$ cat src/rtl/link1010_pkg.sv
// Shared definitions for the 1010 link: transmitter state encoding,
// preamble pattern and the history pattern that forces a stuff bit.
package link1010_pkg;

  typedef enum logic [2:0] {
    GAP,
    IDLE,
    PREAMBLE,
    PAYLOAD,
    TAIL
  } tx_state_t;

  localparam int PREAMBLE_LEN = 4;
  localparam logic [PREAMBLE_LEN-1:0] PREAMBLE_PAT = 4'b1010;
  localparam int PRE_CNT_W = $clog2(PREAMBLE_LEN + 1);

  // Last three line bits equal to this mean the next bit must be a 1.
  localparam logic [2:0] STUFF_TRIGGER = 3'b101;

endpackage

$ cat src/rtl/stuff_tracker.sv
// Three-bit line history (newest bit at position 0). need_stuff flags that
// the next line bit must be a forced 1. Also reused by the receiver destuffer.
module stuff_tracker
  import link1010_pkg::*;
(
  input  logic clk,
  input  logic reset,
  input  logic clear,
  input  logic shift_en,
  input  logic line_bit,
  output logic need_stuff
);

  logic [2:0] hist;

  always_ff @(posedge clk) begin
    if (reset || clear) begin
      hist <= '0;
    end else if (shift_en) begin
      hist <= {hist[1:0], line_bit};
    end
  end

  assign need_stuff = (hist == STUFF_TRIGGER);

endmodule

$ cat src/rtl/frame_1010_tx.sv
// Serial frame transmitter: preamble 1010, bit-stuffed MSB-first payload,
// then a forced zero gap. All outputs are registered.
module frame_1010_tx
  import link1010_pkg::*;
#(
  parameter int DATA_W  = 8,
  parameter int MIN_GAP = 2
) (
  input  logic              clk,
  input  logic              reset,
  input  logic [DATA_W-1:0] in_data,
  input  logic              in_valid,
  output logic              in_ready,
  output logic              tx_bit,
  output logic              tx_active,
  output logic              stuffed,
  output logic              frame_done
);

  localparam int CNT_W = $clog2(DATA_W + 1);
  localparam int GAP_W = $clog2(MIN_GAP + 1);

  tx_state_t              state;
  tx_state_t              nxt_state;
  logic [GAP_W-1:0]       gap_cnt;
  logic [CNT_W-1:0]       bit_cnt;
  logic [PRE_CNT_W-1:0]   pre_cnt;
  logic [PREAMBLE_LEN-1:0] pre_sr;
  logic [DATA_W-1:0]      shreg;

  logic emit;
  logic emit_bit;
  logic emit_stuff;
  logic data_take;
  logic payload_step;
  logic need_stuff;

  // History follows exactly the bits put on the line; it is held clear
  // whenever the next cycle carries no frame bit.
  stuff_tracker u_tracker (
    .clk        (clk),
    .reset      (reset),
    .clear      (!emit),
    .shift_en   (emit),
    .line_bit   (emit_bit),
    .need_stuff (need_stuff)
  );

  // Decide the bit for the next cycle; outputs are registered from this.
  always_comb begin
    nxt_state    = state;
    emit         = 1'b0;
    emit_bit     = 1'b0;
    emit_stuff   = 1'b0;
    data_take    = 1'b0;
    payload_step = 1'b0;
    case (state)
      GAP: begin
        if (gap_cnt == GAP_W'(MIN_GAP - 1)) nxt_state = IDLE;
      end
      IDLE: begin
        if (in_valid) begin
          nxt_state = PREAMBLE;
          emit      = 1'b1;
          emit_bit  = PREAMBLE_PAT[PREAMBLE_LEN-1];
        end
      end
      PREAMBLE: begin
        if (pre_cnt != PRE_CNT_W'(PREAMBLE_LEN)) begin
          emit     = 1'b1;
          emit_bit = pre_sr[PREAMBLE_LEN-1];
        end else begin
          payload_step = 1'b1;
        end
      end
      PAYLOAD: begin
        if (bit_cnt != CNT_W'(DATA_W)) begin
          payload_step = 1'b1;
        end else if (need_stuff) begin
          nxt_state  = TAIL;
          emit       = 1'b1;
          emit_bit   = 1'b1;
          emit_stuff = 1'b1;
        end else begin
          nxt_state = GAP;
        end
      end
      TAIL: begin
        nxt_state = GAP;
      end
      default: begin
        nxt_state = GAP;
      end
    endcase

    if (payload_step) begin
      nxt_state = PAYLOAD;
      emit      = 1'b1;
      if (need_stuff) begin
        emit_bit   = 1'b1;
        emit_stuff = 1'b1;
      end else begin
        emit_bit  = shreg[DATA_W-1];
        data_take = 1'b1;
      end
    end
  end

  always_ff @(posedge clk) begin
    if (reset) begin
      state      <= GAP;
      gap_cnt    <= '0;
      bit_cnt    <= '0;
      pre_cnt    <= '0;
      pre_sr     <= '0;
      shreg      <= '0;
      tx_bit     <= 1'b0;
      tx_active  <= 1'b0;
      stuffed    <= 1'b0;
      in_ready   <= 1'b0;
      frame_done <= 1'b0;
    end else begin
      state      <= nxt_state;
      tx_bit     <= emit_bit;
      tx_active  <= emit;
      stuffed    <= emit_stuff;
      in_ready   <= (nxt_state == IDLE);
      frame_done <= ((state == PAYLOAD) || (state == TAIL)) && (nxt_state == GAP);
      gap_cnt    <= (state == GAP) ? gap_cnt + GAP_W'(1) : '0;

      // The first preamble bit leaves with the handshake; pre_sr holds the rest.
      if (state == IDLE && in_valid) begin
        shreg   <= in_data;
        bit_cnt <= '0;
        pre_cnt <= PRE_CNT_W'(1);
        pre_sr  <= PREAMBLE_PAT << 1;
      end else if (state == PREAMBLE && pre_cnt != PRE_CNT_W'(PREAMBLE_LEN)) begin
        pre_cnt <= pre_cnt + PRE_CNT_W'(1);
        pre_sr  <= pre_sr << 1;
      end

      if (data_take) begin
        shreg   <= shreg << 1;
        bit_cnt <= bit_cnt + CNT_W'(1);
      end
    end
  end

endmodule

$ cat config.mk
export PLATFORM = sky130hd
export DESIGN_NAME = frame_1010_tx
export DESIGN_NICKNAME = d
export VERILOG_FILES = /design/src/rtl/link1010_pkg.sv /design/src/rtl/stuff_tracker.sv /design/src/rtl/frame_1010_tx.sv
export SDC_FILE = /design/constraint.sdc
export NUM_CORES = 1
export LEC_CHECK = 0
export CORE_MARGIN = 4
export CORE_UTILIZATION = 46
export CTS_CLUSTER_DIAMETER = 60
export DETAILED_ROUTE_END_ITERATION = 16
export GPL_TIMING_DRIVEN = 0
export PLACE_DENSITY_LB_ADDON = 0.25
export SLEW_MARGIN = 10
export SYNTH_ARGS = -nofsm -noshare
export SYNTH_HDL_FRONTEND = slang
export SYNTH_SLANG_ARGS = --single-unit
$ cat constraint.sdc
create_clock -name clk -period 1.4 [get_ports clk]
set_input_delay 0.14 -clock clk [delete_from_list [all_inputs] [get_ports clk]]
set_output_delay 0.14 -clock clk [all_outputs]
set_load 0.05 [all_outputs]
### Yosys cells after proc, flatten, opt, wreduce, memory -nomap -nowiden

Cells that the tools add are included.

* register bits: 30
* input port bits: 11
* output and inout port bits: 5
* word-level logic and storage cells: 73

* add/subtract/negate cells: 3
* equal/unequal tests: 9
* multiplexer cells: 32
* bitwise gates (word level): 1
* reductions and logical operators: 13

Operators by type and width (number)
* 2-to-1 mux 3 bit: 7
* 2-to-1 mux 1 bit: 17
* 2-to-1 mux 8 bit: 2
* one-hot mux 3 bit (4 select lines): 1
* 2-to-1 mux 4 bit: 2
* equality test 3 x 1 -> 1 bit, second input constant: 2
* equality test 3 x 2 -> 1 bit, second input constant: 2
* equality test 3 bit, second input constant: 2
* zero test 3 bit: 2
* one-hot mux 1 bit (3 select lines): 2
* OR reduction 2 bit: 3
* adder 4 x 1 -> 4 bit, second input constant: 1
* != test 4 bit, second input constant: 1
* nonzero test 2 bit: 2
* adder 3 x 1 -> 3 bit, second input constant: 1
* logical AND 1 bit: 3
* != test 3 bit, second input constant: 1
* adder 2 x 1 -> 2 bit, second input constant: 1
* equality test 2 x 1 -> 1 bit, second input constant: 1
* logical OR 1 bit: 2
* one-hot mux 1 bit (2 select lines): 1
* zero test 1 bit: 1
* inverter 1 bit: 1

### Depth between registers and ports, before layout

Gate-level depths: netlist of the first run.

* depth in word-level cells: 7
* mapped depth: 8
* gate-level depth less buffers: 6

### Modules after synthesis

Synthesis of the first run repeated with hierarchy kept, for this count alone.

* cell total of the unflattened synthesis: 156
* area, all modules: 1388.8 sq um

Modules (own cells, without submodules)
* frame_1010_tx: instances 1, cells an instance 146, area an instance 1275.0 sq um, sequential area each 540.5 sq um
* stuff_tracker: instances 1, cells an instance 10, area an instance 113.9 sq um, sequential area each 60.1 sq um

### Least setup slack after synthesis of the first run

OpenSTA, ideal clock, no wires.

* kind: register to register
* start: register pre_cnt[0]
* end: register bit_cnt[3]
* arrival time: 1373 ps
* required time: 1326 ps
* path slack: -48 ps
* stages on the path, launching flop included: 9
* path buffers: 2
* cell sequence: dfxtp_1 > inv_1 > ha_1 > a21o_1 > nand4_4 > buf_6 > buf_6 > nand3_1 > a31oi_1

* longest elaborated chain between the ends: 5
* elaborated cells on any way between the ends: 6
* those cells by class: 1 x eq/ne; 4 x mux; 1 x reduce/logical

Ends and longest elaborated chain
* start: declaration: RTL line frame_1010_tx.sv:27 `logic [PRE_CNT_W-1:0] pre_cnt;`
* start signal: assignment: RTL line frame_1010_tx.sv:138 `pre_cnt <= pre_cnt + PRE_CNT_W'(1);`
* != test 3 bit (*): RTL line frame_1010_tx.sv:69 `if (pre_cnt != PRE_CNT_W'(PREAMBLE_LEN)) begin`
* 2-to-1 mux 1 bit (*): RTL line frame_1010_tx.sv:69
* one-hot mux 1 bit (2 select lines) (*): RTL line frame_1010_tx.sv:57 `case (state)`
* 2-to-1 mux 1 bit (*): RTL line frame_1010_tx.sv:96 `if (payload_step) begin`
* 2-to-1 mux 4 bit / nonzero test 2 bit (equally long branches)
* end signal: assignment: RTL line frame_1010_tx.sv:144 `bit_cnt <= bit_cnt + CNT_W'(1);`
* end: declaration: RTL line frame_1010_tx.sv:26 `logic [CNT_W-1:0] bit_cnt;`

Mark *: on every way between the ends. The rest lies on a longest branch, timed or not.
A chain may end at the register's enable or synchronous reset.

### Worst setup path in the final report of the first run

* start: register bit_cnt[0]
* end: register bit_cnt[2]

* longest elaborated chain between the ends: 5
* elaborated cells on any way between the ends: 7
* those cells by class: 1 x add/sub; 1 x eq/ne; 4 x mux; 1 x reduce/logical

Ends and longest elaborated chain
* != test 4 bit: RTL line frame_1010_tx.sv:77 `if (bit_cnt != CNT_W'(DATA_W)) begin`
* 2-to-1 mux 1 bit: RTL line frame_1010_tx.sv:77
* one-hot mux 1 bit (2 select lines): RTL line frame_1010_tx.sv:57
* 2-to-1 mux 1 bit: RTL line frame_1010_tx.sv:96
* 2-to-1 mux 4 bit / nonzero test 2 bit (equally long branches)

Parallel ways exist; a longest one is shown, timed or not.

==> run_results.csv, run 1 <==
group,metric,value,unit
run_status,status,"complete, but fails checks",
run_status,violations,"negative setup slack",
route,wire_per_inst,14.5,um
logic_synthesis,postSynthAreaPerCell,9.55,sq um
logic_synthesis,synth_edf_count,0,
place,io_buffers,14,
sta,setup-violations-final,1,
worst_setup_path,required,1.67,ns
floorplan,die_x,62.1,um
floorplan,core_area,2780,sq um
clock_network,insertion_delay,0.34,ns
sta,tns,-0.0301,ns
logic_synthesis,syn_inst,141,
route,ant_nets,0,
logic_synthesis,synthTopCellsByArea,"dfxtp_1, a311oi_2, nand2_1",
worst_setup_path,crit_path_end_kind,"register",
route,dr_total_vias,1162,
logic_synthesis,synth_common_cells,"dfxtp_1, nand2_1, nor2_1",
flow_run,cap_violations,0,
sta,fin_ws,-0.0301,ns
sta,timing.hold.ws,0.265,ns
floorplan,io_pins,16,
layout,stdcell_count,209,
global_routing,grtUsageTotal,17.2,%
worst_setup_path,start_kind,"register",
clock_network,clk_pin_slew,0.10,ns
route,vias_per_cell,5.56,
logic_synthesis,synth_nets,157,
route,wirelength,3.03,mm
clock_network,clk_root_buffer_cell,"clkbuf_4",
logic_synthesis,yosysUniqueCellTypes,37,
pwr,power_frac_comb,21.9,%
hold_path,hold_path.class,"input pin to register",
global_routing,gr-total-overflow,0,
clock_network,cts_made_buffers,5,
sta,final_hold_viol_count,0,
sta,fin_skew,0.00823,ns
logic_synthesis,synth_flop_cell,"dfxtp_1",
sta,rsz0062_at_grt,"yes",
global_routing,grt_pass1_vias,1134,
floorplan,die_h,62.1,um
worst_setup_path,crit_path_max_fanout,4,
pwr,swShare,30.0,%
sta,slew_headroom,58.9,%
sta,slew_violations,0,
floorplan,num_rows,19,
place,hpwl,1.88,mm
sta,worstMarginPinSlew,0.617,ns
layout,area_delta_synth_final,36.9,%
clock_network,cts.sinks,30,
route,drt_first_pass_iters,4,
pwr,seqPwrFrac,48.9,%
hold_path,whs_path_depth,2,
clock_network,clockBufferDepth,2,
logic_synthesis,yosys_register_bits,30,
floorplan,initial_core_util,48.4,%
logic_synthesis,syn_area,1350,sq um
pwr,p_leak,0.713,nW
sta,fin_crit_sh,102,%
worst_setup_path,crit_type,"register to register",
worst_setup_path,r2r_start,"bit_cnt[0]$_SDFFE_PP0P_",
floorplan,die-area,3860,sq um
place,dpl_worst_slack,-0.239,ns
route,drt_iter0_markers,37,
route,drc_errors,0,
global_routing,grt_pass1_wl,5.30,mm
layout,layout-drive-gt1-share,36.0,%
worst_setup_path,reg2regPathDepth,6,
worst_setup_path,crit_arrival,1.70,ns
pwr,p_switching,580,uW
worst_setup_path,crit_start,"bit_cnt[0]$_SDFFE_PP0P_",
pwr,p_int,1.35,mW
sta,timing.fmax,0.699,GHz
worst_setup_path,r2r_end,"bit_cnt[2]$_SDFFE_PP0P_",
layout,stdcell_area,1840,sq um
worst_setup_path,reg2reg_slack,-0.03,ns
place,globalplace.congestion,0.786,
place,dp.cells,186,
layout,antenna_cells,0,
logic_synthesis,synth_largest_area_cell,"dfxtp_1",
global_routing,grt_start_max_net_pins,11,
clock_network,tritoncts,"done",
global_routing,grt_antenna_before_repair,0,
clock_network,ctsHoldBuffers,0,
worst_setup_path,crit_path_end,"bit_cnt[2]$_SDFFE_PP0P_",
logic_synthesis,yosysSeqAreaShare,44.6,%
sta,period_needed,1.43,ns
logic_synthesis,yosysMostFrequentCell,"dfxtp_1",
pwr,ir_worst_vdd,0.914,mV
pwr,powerDensity,1050,nW/um^2
logic_synthesis,ys_warn_count,0,
place,place_area,1550,sq um
logic_synthesis,synth_top_cell_area_share,44.6,%
logic_synthesis,synth_async_sr_flop_share,0,%
layout,fin_nets,193,
pwr,clkPwrFrac,29.2,%
clock_network,htreeDepth,2,
stage by stage:
step / utilization [%] / power (mW)
2_1_floorplan: - / 1.21
3_3_place_gp: 55.8 / 1.29
3_5_place_dp: 55.8 / 1.31
4_1_cts: 64.2 / 1.92
5_1_grt: 66.3 / 2.05
6_report: 66.3 / 1.93
worst min-delay path by stage:
stage | from | slack [ns] | endpoint
finish | reset | 0.26 | shreg[1]$_SDFFE_PP0P_
global placement | gap_cnt[0]$_SDFF_PP0_ | 0.41 | gap_cnt[0]$_SDFF_PP0_
CTS | reset | 0.25 | shreg[1]$_SDFFE_PP0P_
floorplan | in_data[1] | 0.32 | shreg[1]$_SDFFE_PP0P_
detailed placement | gap_cnt[0]$_SDFF_PP0_ | 0.42 | gap_cnt[0]$_SDFF_PP0_
global route | reset | 0.29 | bit_cnt[2]$_SDFFE_PP0P_
cells by family (layout without fill, tap and decap cells):
logic type	Yosys count	in the layout	synth area share [%]
XOR/XNOR	2	2	1.30
multiplexers	3	3	2.23
buffers and inverters	14	51	5.48
AND/OR/NAND/NOR	62	62	25.7
flip-flops	30	30	44.6
adder cells (fa/ha/maj)	5	5	4.65
AO/OA/AOI/OAI	25	25	16.0
timing repair:
action / CTS / global route
pin swaps: 11 / 10
cloned: 1 / 0
gates resized for setup: 27 / 12
endpoints found under the setup margin: 27 / 22
setup buffers: 13 / 1
per-layer routing:
metal  up-vias  wire [um]  track usage [%]
li1        572          -                -
met1       557       1330             20.9
met3        10        167             6.67
met5         -          0                0
met2        23       1470             26.8
met4         0         65             7.32
registers in the layout (all words and copies together), names as in the netlist:
name	count
stuffed	1
frame_done	1
tx_active	1
tx_bit	1
state	3
bit_cnt	4
gap_cnt	2
pre_sr	2
shreg	8
in_ready	1
u_tracker.hist	3
pre_cnt	3
power by group through the flow:
stage | combinational [mW] | sequential [mW] | clock (mW)
3_3_place_gp | 0.336 | 0.959 | 0
3_5_place_dp | 0.345 | 0.961 | 0
5_1_grt | 0.469 | 0.953 | 0.626
6_report | 0.424 | 0.945 | 0.565
4_1_cts | 0.398 | 0.942 | 0.579
2_1_floorplan | 0.216 | 0.992 | 0
critical path, stage by stage, from the launching register on:
cell and delay (ns):
dfxtp_2 0.35, inv_2 0.05, ha_4 0.16, nand4b_4 0.12, nand4_4 0.13, or3_1 0.34
a211oi_2 0.21
layout by cell type (no fill, tap or decap), types with 2 or more instances in the layout:
cell,count
a211oi_1,2
a21oi_1,7
a21oi_2,2
a311oi_2,7
a31oi_1,2
and2_1,2
buf_4,14
buf_6,3
buf_8,2
clkbuf_1,3
clkbuf_4,5
clkdlybuf4s50_1,9
dfxtp_1,24
dfxtp_2,6
dlygate4sd2_1,5
ha_1,3
ha_4,2
inv_1,2
inv_2,4
mux2i_1,3
nand2_1,16
nand2b_1,2
nand3_1,5
nor2_1,9
nor2_2,4
nor3_1,6
nor4_1,3
or3_1,2
final cells by class:
| type | instances | area [sq um] |
|---|---|---|
| fillers | 226 | 938 |
| multi-input cells | 97 | 768 |
| flip-flops and latches | 30 | 608 |
| repair buffers | 29 | 274 |
| plain buffers | 8 | 67.6 |
| clock buffers | 6 | 51.3 |
| well taps | 31 | 38.8 |
| inverters | 6 | 22.5 |
| clock inverters | 2 | 12.5 |
(Power assumes the default switching activity.)
==> run 2, diff against run 1 <==
- ABC_AREA: not set -> 1
- CORE_UTILIZATION: 46 -> 49
==> run_results.csv, run 2 <==
group,metric,value,unit
run_status,status,"completed",
sta,fin_crit_sh,98.9,%
floorplan,die-area,3720,sq um
route,dr_total_vias,1279,
route,ant_nets,0,
worst_setup_path,r2r_end,"bit_cnt[1]$_SDFFE_PP0P_",
layout,fin_nets,229,
global_routing,grtUsageMet2,29.9,%
worst_setup_path,reg2regPathDepth,8,
logic_synthesis,syn_area,1380,sq um
logic_synthesis,syn_inst,184,
worst_setup_path,start_kind,"register",
sta,final_hold_viol_count,0,
route,drc_errors,0,
worst_setup_path,crit_path_max_fanout,6,
layout,stdcell_area,1850,sq um
layout,largest_reg_flops,8,
flow_run,cap_violations,0,
global_routing,grt_pass1_vias,1151,
logic_synthesis,yosysMostFrequentCell,"nand2_1",
clock_network,insertion_delay,0.33,ns
logic_synthesis,yosysSeqAreaShare,43.6,%
clock_network,htreeDepth,2,
global_routing,grt_busiest_layer,"met2",
layout,reg_top3,"shreg (8), bit_cnt (4)",
hold_path,hold_path.class,"input pin to register",
hold_path,whs_endpoint,"shreg[0]$_SDFFE_PP0N_",
floorplan,num_rows,18,
logic_synthesis,synth_nets,200,
floorplan,core_area,2570,sq um
global_routing,grt_start_max_net_pins,11,
pwr,ir_worst_vdd,0.834,mV
logic_synthesis,synth_flop_cell,"dfxtp_1",
worst_setup_path,crit_path_end_kind,"register",
logic_synthesis,synthTopCellsByArea,"dfxtp_1, nand2_1, nand3_1",
sta,timing.fmax,0.722,GHz
sta,slew_headroom,66.1,%
worst_setup_path,required,1.61,ns
logic_synthesis,postSynthAreaPerCell,7.48,sq um
clock_network,cts_made_buffers,5,
floorplan,io_pins,16,
sta,rsz0062_at_grt,"yes",
place,io_buffers,15,
worst_setup_path,cp_common_cell,"nand2_8",
clock_network,clockBufferDepth,2,
sta,setup-violations-final,0,
global_routing,grtUsageTotal,17.5,%
route,vias_per_cell,5.24,
pwr,p_leak,0.821,nW
layout,final_common_cell,"nand2_1",
floorplan,initial_core_util,53.6,%
logic_synthesis,yosys_register_bits,30,
global_routing,grt_antenna_before_repair,0,
sta,period_needed,1.38,ns
logic_synthesis,synth_largest_area_cell,"dfxtp_1",
route,drt_first_pass_iters,4,
clock_network,cts.sinks,30,
route,wirelength,3.11,mm
logic_synthesis,synth_common_cells,"nand2_1, dfxtp_1, nand3_1",
logic_synthesis,synth_async_sr_flop_share,0,%
logic_synthesis,synth_edf_count,0,
hold_path,worstHoldStart,"in_data[0]",
hold_path,whs_path_depth,3,
layout,antenna_cells,0,
clock_network,clk_pin_slew,0.09,ns
layout,largest-register,"shreg",
global_routing,met3_usage,5.74,%
clock_network,ctsHoldBuffers,0,
worst_setup_path,crit_arrival,1.59,ns
worst_setup_path,crit_chain,"nand2_1, nor2_4, nand2_2, nand2_8, nand2_8, clkbuf_16, nand3_4, a21oi_2",
worst_setup_path,critPathMaxStageDelay,0.38,ns
floorplan,die_h,61,um
pwr,powerDensity,1120,nW/um^2
route,wire_per_inst,12.7,um
place,hpwl,1.99,mm
clock_network,clk_root_buffer_cell,"clkbuf_4",
layout,fillCellCount,203,
sta,worstMarginPinSlew,0.508,ns
floorplan,die_x,61,um
layout,fin_util,72.2,%
clock_network,tritoncts,"done",
worst_setup_path,crit_type,"register to register",
global_routing,met1_usage,19.5,%
layout,final_cell_mix,"nand2_1, dfxtp_1, nor2_1",
logic_synthesis,synth_top_cell_area_share,43.6,%
layout,layout-drive-gt1-share,29.9,%
layout,register_area,608,sq um
logic_synthesis,yosysUniqueCellTypes,18,
global_routing,gr-total-overflow,0,
sta,fin_skew,0.00414,ns
global_routing,grt_pass1_wl,4.72,mm
place,globalplace.congestion,0.754,
layout,area_delta_synth_final,34.6,%
logic_synthesis,ys_warn_count,0,
pwr,finalPower,2.07,mW
route,drt_iter0_markers,42,
sta,slew_violations,0,
worst_setup_path,worst_path_max_delay_cell,"dfxtp_1",
layout,multiInputGateArea,792,sq um
worst_setup_path,r2r_start,"state[1]$_SDFF_PP0_",
worst_setup_path,reg2reg_slack,0.02,ns
place,place_area,1560,sq um
## run 2: cell types whose count changed in the layout (fill, tap and decap cells not counted), sizes merged, moves of 5 or more
cell / previous run / this run
nand2: 17 / 41
nand3: 6 / 28
nor2: 13 / 34
inv: 6 / 23
buf: 20 / 7
a311oi: 7 / 0
nor3: 6 / 0
o21ai: 2 / 7
## run 2: how the worst max path moves through the flow
stage,from,end,cells past startpoint
6_report,state[1]$_SDFF_PP0_,bit_cnt[1]$_SDFFE_PP0P_,8
5_1_grt,state[1]$_SDFF_PP0_,bit_cnt[2]$_SDFFE_PP0P_,9
4_1_cts,bit_cnt[0]$_SDFFE_PP0P_,shreg[3]$_SDFFE_PP0P_,9
2_1_floorplan,bit_cnt[0]$_SDFFE_PP0P_,bit_cnt[1]$_SDFFE_PP0P_,9
3_3_place_gp,bit_cnt[0]$_SDFFE_PP0P_,bit_cnt[1]$_SDFFE_PP0P_,9
3_5_place_dp,pre_cnt[0]$_SDFFE_PP0P_,bit_cnt[1]$_SDFFE_PP0P_,10
## run 2: cells by family (layout without fill, tap and decap cells)
logic type,after synthesis,count (layout),synth area share (%)
buf+inv,27,56,8.82
xor+xnor,1,1,0.636
flops,30,30,43.6
simple gates,104,105,36.2
fa+ha+maj,5,5,4.55
compound gates,17,17,6.18
## run 2: routing by layer
layer / vias to the layer above / wire [um]
li1: 644 / -
met1: 587 / 1280
met2: 38 / 1580
met3: 10 / 182
met4: 0 / 72
met5: - / 0
## run 2: through the flow
step / hold WS (ns) / setup WS [ns] / std cells / TNS (ns)
6_report: 0.386 / 0.0155 / 244 / 0
5_1_grt: 0.381 / -0.0634 / 244 / -0.534
4_1_cts: 0.375 / 0.000914 / 239 / 0
3_5_place_dp: 0.417 / -0.0961 / 229 / -0.874
3_3_place_gp: 0.407 / -0.0663 / 229 / -0.609
2_1_floorplan: 0.284 / 0.0684 / 184 / 0
## run 2: layout make-up
class	instances	share of cell area [%]
clock buffers	8	4.25
repair buffers	21	11.1
well taps	30	2.03
flip-flops and latches	30	32.8
multi-input cells	128	42.7
inverters	23	4.93
plain buffers	4	2.09
## run 2: where the power goes
part	internal (mW)	switching [mW]	total, mW
clock	0.343	0.299	0.642
combinational	0.170	0.273	0.443
sequential	0.934	0.0484	0.983
## run 2: critical path: cells and delay by family (launching register included)
| family | cells | cell delay (ns) |
|---|---|---|
| compound gates | 1 | 0.05 |
| flops | 1 | 0.38 |
| simple gates | 6 | 0.64 |
| buf+inv | 1 | 0.17 |
## run 2: timing repair
| action | 4_1_cts | 5_1_grt |
|---|---|---|
| buffers inserted | 2 | 3 |
| cloned | 0 | 2 |
| resized for setup | 16 | 27 |
| setup endpoints to repair | 16 | 21 |
| pin swaps | 1 | 8 |
==> run 3, diff against run 2 <==
- MAX_ROUTING_LAYER: not set -> met4
- RECOVER_POWER: not set -> 100
==> run_results.csv, run 3 (synthesis gave the netlist of run 2 again) <==
group,metric,value,unit
run_status,status,"completed",
sta,slew_violations,0,
place,globalplace.congestion,0.763,
route,drt_first_pass_iters,4,
floorplan,initial_core_util,53.6,%
worst_setup_path,required,1.64,ns
route,wl_met1,1.33,mm
floorplan,die_x,61,um
layout,layout-drive-gt1-share,30.4,%
layout,stdcell_area,1860,sq um
clock_network,cts.sinks,30,
sta,fin_skew,0.00714,ns
worst_setup_path,critPathMaxStageDelay,0.39,ns
sta,fin_crit_sh,100,%
layout,antenna_cells,0,
floorplan,die-area,3720,sq um
sta,timing.hold.ws,0.388,ns
route,drc_errors,0,
worst_setup_path,crit_path_end_kind,"register",
clock_network,clockBufferDepth,2,
worst_setup_path,crit_start,"state[1]$_SDFF_PP0_",
flow_run,cap_violations,0,
sta,timing.fmax,0.714,GHz
layout,final_cell_mix,"nand2_1, dfxtp_1, nor2_1",
sta,tns,0,ns
pwr,ir_worst_vdd,0.832,mV
global_routing,grt_start_max_net_pins,11,
layout,reg_top3,"shreg (8), bit_cnt (4)",
sta,worstMarginPinSlew,0.501,ns
floorplan,die_h,61,um
route,routed.top_layer,"met4",
sta,final_hold_viol_count,0,
hold_path,worstHoldStart,"in_data[0]",
hold_path,hold_path.class,"input pin to register",
sta,rsz0062_at_grt,"yes",
floorplan,num_rows,18,
global_routing,grt_pass1_vias,1153,
layout,largest-register,"shreg",
layout,largest_reg_flops,8,
global_routing,grt_antenna_before_repair,0,
route,dr_total_vias,1270,
route,wire_per_inst,12.9,um
route,wirelength,3.14,mm
worst_setup_path,r2r_start,"state[1]$_SDFF_PP0_",
route,wl_met3,203,um
layout,fin_nets,229,
clock_network,cts_made_buffers,5,
global_routing,gr-total-overflow,0,
place,hpwl,1.99,mm
clock_network,insertion_delay,0.34,ns
route,drt_iter0_markers,48,
clock_network,clk_pin_slew,0.09,ns
global_routing,grtUsageTotal,18.1,%
layout,fin_util,72.3,%
sta,slew_headroom,66.6,%
layout,final_common_cell,"nand2_1",
worst_setup_path,crit_chain,"nand2_1, nor2_4, nand2_2, nand2_8, nand2_8, clkbuf_16, nand2_2, a21oi_2",
clock_network,htreeDepth,2,
clock_network,tritoncts,"done",
sta,setup-violations-final,0,
sta,fin_ws,0.0000864,ns
worst_setup_path,crit_path_max_fanout,6,
floorplan,io_pins,16,
worst_setup_path,start_kind,"register",
floorplan,core_area,2570,sq um
worst_setup_path,reg2reg_slack,0.00009,ns
worst_setup_path,crit_arrival,1.64,ns
layout,area_delta_synth_final,34.9,%
worst_setup_path,crit_type,"register to register",
worst_setup_path,path_buf_inv,1,
place,io_buffers,15,
route,ant_nets,0,
place,dpl_worst_slack,-0.0961,ns
global_routing,grt_pass1_wl,4.71,mm
pwr,p_leak,0.821,nW
clock_network,clk_root_buffer_cell,"clkbuf_4",
sta,period_needed,1.40,ns
worst_setup_path,worst_path_max_delay_cell,"dfxtp_1",
pwr,powerDensity,1120,nW/um^2
place,place_area,1560,sq um
route,vias_per_cell,5.20,
route,route.met2.wl,1.57,mm
worst_setup_path,critical-path-top-delay-family,"simple AND/OR/NAND/NOR gates",
run 3: cell counts in the layout (fill, tap and decap cells not counted):
No cell type changed its count.
run 3: routing by layer:
metal | track usage [%] | up-vias
met5 | - | -
met4 | 5.57 | 0
met3 | 8.30 | 5
met2 | 29.9 | 37
met1 | 19.3 | 588
li1 | - | 640
run 3: layout make-up:
type                       count  area, sq um
sequential                    30          608
buffer                         4         38.8
fill                         201          711
tap                           30         37.5
timing repair buffer          21          206
clock buffer                   8         78.8
inverter                      23         91.3
multi-input combinational    128          796
run 3: power by group:
group	switching [mW]	internal, mW	leakage, nW	total [mW]
Combinational	0.274	0.171	0.530	0.445
Clock	0.304	0.343	0.0446	0.647
Sequential	0.0484	0.934	0.246	0.983
run 3: path summary, 6_finish.rpt:
kind	end	depth (start not counted)
min	shreg[0]$_SDFFE_PP0N_	3
max reg2reg	stuffed$_SDFF_PP0_	8
max	stuffed$_SDFF_PP0_	8
min reg2reg	gap_cnt[0]$_SDFF_PP0_	1
run 3: tightest hold or removal path: stages:
cell and delay (ns):
clkdlybuf4s50_1 0.41, nand2_1 0.08, a21oi_2 0.05
run 3: what timing repair did:
item / in CTS / in global routing
endpoints found under the setup margin: 16 / 21
resized for setup: 16 / 28
hold buffers: 0 / 0
gates cloned: 0 / 2
pin swaps: 1 / 8
buffers inserted: 2 / 3
run 3: through the flow:
stage | power, mW | std cells
after global routing | 2.19 | 244
after CTS | 2.02 | 239
after floorplan | 1.26 | 184
final | 2.07 | 244
after detailed placement | 1.38 | 229
after global placement | 1.36 | 229
